**config.mk**
```make
export PLATFORM = sky130hd
export DESIGN_NAME = regfile_writeback
export DESIGN_NICKNAME = d
export VERILOG_FILES = /design/src/rtl/regfile_writeback.sv
export SDC_FILE = /design/constraint.sdc
export NUM_CORES = 1
export LEC_CHECK = 0
export ABC_AREA = 1
export CAP_MARGIN = 25
export CORE_MARGIN = 2
export CORE_UTILIZATION = 58
export DETAILED_ROUTE_END_ITERATION = 7
export PLACE_DENSITY = 0.95
export SLEW_MARGIN = 20
export SYNTH_ARGS = -nofsm -noshare
export SYNTH_HDL_FRONTEND = slang
export SYNTH_SLANG_ARGS = --single-unit
```
**constraint.sdc**
```tcl
create_clock -name clk -period 3.83 [get_ports clk]
set_input_delay 0.766 -clock clk [delete_from_list [all_inputs] [get_ports clk]]
set_output_delay 0.766 -clock clk [all_outputs]
set_load 0.05 [all_outputs]
```
**src/rtl/regfile_writeback.sv**
```systemverilog
// Write-side controller for the BRISC register file: merges ALU results and
// FIFO-buffered load results onto one write port and tracks outstanding loads.
module regfile_writeback #(
  parameter int DATA_WIDTH = 16,
  parameter int ADDR_WIDTH = 4,
  parameter int FIFO_DEPTH = 4
) (
  input  logic                          clk,
  input  logic                          reset,
  input  logic                          alu_valid,
  input  logic [ADDR_WIDTH-1:0]         alu_addr,
  input  logic [DATA_WIDTH-1:0]         alu_data,
  input  logic                          issue_valid,
  input  logic [ADDR_WIDTH-1:0]         issue_addr,
  input  logic                          mem_valid,
  input  logic [ADDR_WIDTH-1:0]         mem_addr,
  input  logic [DATA_WIDTH-1:0]         mem_data,
  output logic                          mem_ready,
  output logic                          write_enable,
  output logic [ADDR_WIDTH-1:0]         write_addr,
  output logic [DATA_WIDTH-1:0]         write_data,
  output logic                          write_src,
  output logic [(2**ADDR_WIDTH)-1:0]    pending,
  output logic [$clog2(FIFO_DEPTH):0]   fifo_count,
  output logic                          order_err
);

  localparam int PTR_W = $clog2(FIFO_DEPTH);
  localparam int CNT_W = PTR_W + 1;
  localparam logic [CNT_W-1:0] DEPTH_C = CNT_W'(FIFO_DEPTH);

  typedef struct packed {
    logic [ADDR_WIDTH-1:0] addr;
    logic [DATA_WIDTH-1:0] data;
  } entry_t;

  entry_t                  fifo_mem [FIFO_DEPTH];
  logic [PTR_W-1:0]        wr_ptr;
  logic [PTR_W-1:0]        rd_ptr;
  entry_t                  head;
  logic                    push;
  logic                    pop;
  logic                    clear_hit;
  logic                    err_now;
  logic [(2**ADDR_WIDTH)-1:0] pending_next;

  assign mem_ready = (fifo_count < DEPTH_C);
  assign push      = mem_valid & mem_ready;
  // The ALU always owns the port when it has a result; loads only drain in idle slots.
  assign pop       = ~alu_valid & (fifo_count != '0);
  assign head      = fifo_mem[rd_ptr];
  assign clear_hit = pop & (head.addr == issue_addr);

  always_comb begin
    // NOTE: every always_comb output gets a default first so no latch is inferred.
    pending_next = pending;
    if (pop)         pending_next[head.addr]  = 1'b0;
    if (issue_valid) pending_next[issue_addr] = 1'b1;
  end

  always_comb begin
    err_now = 1'b0;
    if (alu_valid && pending[alu_addr])                     err_now = 1'b1;
    if (issue_valid && pending[issue_addr] && !clear_hit)   err_now = 1'b1;
    if (push && !pending[mem_addr])                         err_now = 1'b1;
  end

  // NOTE: storage array is deliberately not reset; the count and pointers
  // alone decide which entries are valid, so stale contents are never read.
  always_ff @(posedge clk) begin
    if (push) fifo_mem[wr_ptr] <= {mem_addr, mem_data};
  end

  always_ff @(posedge clk) begin
    // NOTE: sequential state uses non-blocking assignments so every register
    // samples pre-edge values regardless of statement order.
    if (reset) begin
      wr_ptr     <= '0;
      rd_ptr     <= '0;
      fifo_count <= '0;
      pending    <= '0;
      order_err  <= 1'b0;
    end else begin
      if (push) wr_ptr <= wr_ptr + PTR_W'(1);
      if (pop)  rd_ptr <= rd_ptr + PTR_W'(1);
      case ({push, pop})
        2'b10:   fifo_count <= fifo_count + CNT_W'(1);
        2'b01:   fifo_count <= fifo_count - CNT_W'(1);
        default: fifo_count <= fifo_count;
      endcase
      pending <= pending_next;
      if (err_now) order_err <= 1'b1;
    end
  end

  always_ff @(posedge clk) begin
    if (reset) begin
      write_enable <= 1'b0;
      write_addr   <= '0;
      write_data   <= '0;
      write_src    <= 1'b0;
    end else if (alu_valid) begin
      write_enable <= 1'b1;
      write_addr   <= alu_addr;
      write_data   <= alu_data;
      write_src    <= 1'b0;
    end else if (pop) begin
      write_enable <= 1'b1;
      write_addr   <= head.addr;
      write_data   <= head.data;
      write_src    <= 1'b1;
    end else begin
      write_enable <= 1'b0;
    end
  end

endmodule
```
==> run summary <==
Status: completed
Post-synthesis register bit count: 128
CP top delay family: buffers and inverters
Setup Buffers After CTS: 0
Initial antenna violation count: 0
Placer's final routability congestion estimate: 0.963
Post-synth top cells: 147 x nand2_1, 80 x edfxtp_1, 64 x o21ai_0
Leak Pwr: 0.00277 uW
Hpwl dp: 10500 um
Setup crit start: pending[6]
Startpoint types: flop
Initial DRC count: 379
FFs w/ async S/R, synth: 0%
Most common cell in the netlist: nand2_1
HP Class: flop to flop
Drc violations: 0
GRT Residual Overflow: 0
Critical path depth: 1
Area grow syn2layout: 26.6%
Ranking of synthesized cells by area: edfxtp_1 42%, dfxtp_1 17%, nand2_1 9.7%
CTS hold repair buffers: 0
Final wirelength: 15900 um
Maximum VDD drop: 0.000428 V
Slew headroom: 43.9%
Die Span X: 103 um
IO Port Bufs: 91
Seq/Total Area, Yosys: 58.9%
Vias per cell: 5.85
Total CTS buffers: 17
Maximum number of pins on one net before global-route repair: 42
H-tree depth: 4
Net Sw Frac: 38.0%
Max Fclk: 380 MHz
Clock latency on the worst-skew pair: 520 ps
Die Y: 103 um
First-pass GRT wire length: 24000 um
PwrDens: 646 mW/mm2
Worst Path Buf+Inv: 1
Final WS setup: 1200 ps
FP Rows: 36
Root buf cell: clkbuf_8
Endpoint, Worst Hold: rd_ptr[1]
Setup TNS: 0 ps
Final setup skew: 6.53 ps
Final net count: 769
Worst path max stage delay: 860 ps
Count of different cell masters after synthesis: 31
Mapped Cells: 624
Core area: 0.00968 mm2
Antenna Cells: 0
FF-to-FF path depth: 9
Aggregate global-route resource usage: 30.7%
Comb pwr share: 31.6%
Pre-CTS setup slack: 760 ps
Cell area after synthesis: 0.00571 mm2
Worst path slowest cell: clkdlybuf4s50_1
Avg WL per Cell: 18.5 um
Flop-to-flop setup slack: 1580 ps
Finished Cell Area: 0.00723 mm2
Avg Cell Area, Syn: 9.16 um2
Worst setup path class: flop to output pin
Final hold vios: 0
Final Util: 74.7%
Final cell count without fillers: 860
Vias in the first global route: 4994
Psw: 1770 uW
Initial core utilization: 59.0%
Die Area: 0.0107 mm2
Slew Limit Fails: 0
Critical Path RT: 3060 ps
Synth Flop Type: edfxtp_1
Setup violations, final: 0
Fin crit period: 2630 ps
Share of the synthesized area in the top cell type: 42.0%
Clk pin slew, worst setup/hold paths: 60 ps
Max cap viols: 0
Post_cts resized: 0
Crit share post-route: 68.6%
Endpoint class of the critical path: output pin
FF-to-FF End: pending[2]
Post-synth EDFFs: 80
Placed Instances: 828
Share of total power in the clock network: 30.8%
Clk sinks: 128
Yosys top cell by area: edfxtp_1
Worst slew pin tran: 840 ps
Hold depth: 2
Worst-path cell chain: clkdlybuf4s50_1
Synth Warn #: 0
Routed vias: 5031
# IOs: 92
TritonCTS clock tree: yes
RSZ-0062 raised after global routing: no
CP max FO: 5
Crit path DAT: 1860 ps
Post-Syn Nets: 679
Seq pwr share: 37.5%
Share of cells above drive strength 1: 8.67%
Antenna-violating nets left: 0
Clock buffer depth: 2
Drt first pass iters: 5
Hold path start: rd_ptr[1]
Placed Instance Area: 0.00670 mm2
Int Pwr: 2900 uW
-- worst max path at each step --
stage	end	slack (ps)
after floorplan	fifo_mem[0][0]	1320
after global placement	fifo_count[2]	800
after detailed placement	fifo_count[2]	760
after CTS	pending[6]	1200
after global routing	fifo_count[2]	1010
final	pending[6]	1200
-- power by group through the flow --
| stage | clock, uW | combinational, uW | sequential [uW] |
|---|---|---|---|
| final | 1440 | 1480 | 1750 |
| after CTS | 1450 | 1450 | 1750 |
| after global routing | 1520 | 1570 | 1760 |
| after global placement | 0 | 1380 | 1770 |
| after floorplan | 0 | 688 | 2050 |
| after detailed placement | 0 | 1430 | 1770 |
-- per-layer routing --
layer / up-vias / share of wire (%) / track usage (%)
li1: 2308 / - / -
met1: 2353 / 37 / 36.6
met2: 329 / 51 / 53.6
met3: 41 / 9.3 / 6.59
met4: 0 / 2.6 / 13.7
met5: - / 0 / 0
-- metrics by stage --
step / hold slack (ps) / power [uW]
global route: 499 / 4850
finish: 478 / 4670
floorplan: 436 / 2740
CTS: 478 / 4650
detailed placement: 470 / 3210
global placement: 452 / 3150
-- cell usage in the layout, fill, tap and decap left out, types with 2 or more instances in the layout --
master,n
nand2_1,147
clkdlybuf4s50_1,91
edfxtp_1,80
o21ai_0,64
nor2_1,60
inv_1,50
dfxtp_1,48
nand3_1,38
a21oi_1,26
a31oi_1,18
o22ai_1,16
clkbuf_16,16
o21ai_1,13
inv_6,8
buf_4,8
nand2_2,7
nand3_2,6
ha_1,5
inv_2,4
nor2_2,3
clkinv_1,3
nand2_4,2
o211ai_1,2
clkinv_4,2
-- sequential cells by signal, summed over array words and instances (netlist names), 2 cells and up, named ones only --
register / count
fifo_mem: 80
write_data: 16
rd_ptr: 2
write_addr: 4
wr_ptr: 2
pending: 16
fifo_count: 3
-- layout make-up --
class                   instances  area (um2)
clock inverters                15         119
inverters                      55         206
clock buffers                  17         414
repair buffers                 99         971
flip-flops and latches        128        3360
multi-input cells             413        1990
fillers                       660        2450
well taps                     133         166
-- cells by family after synthesis --
kind of cell    count (synthesis)  share of synthesized area, %
simple gates                  264                          19.6
compound gates                142                          13.6
flops                         128                          58.9
buf+inv                        83                          6.26
fa+ha+maj                       6                          1.45
xor+xnor                        1                         0.285
Power figures use the tool's default switching activity.
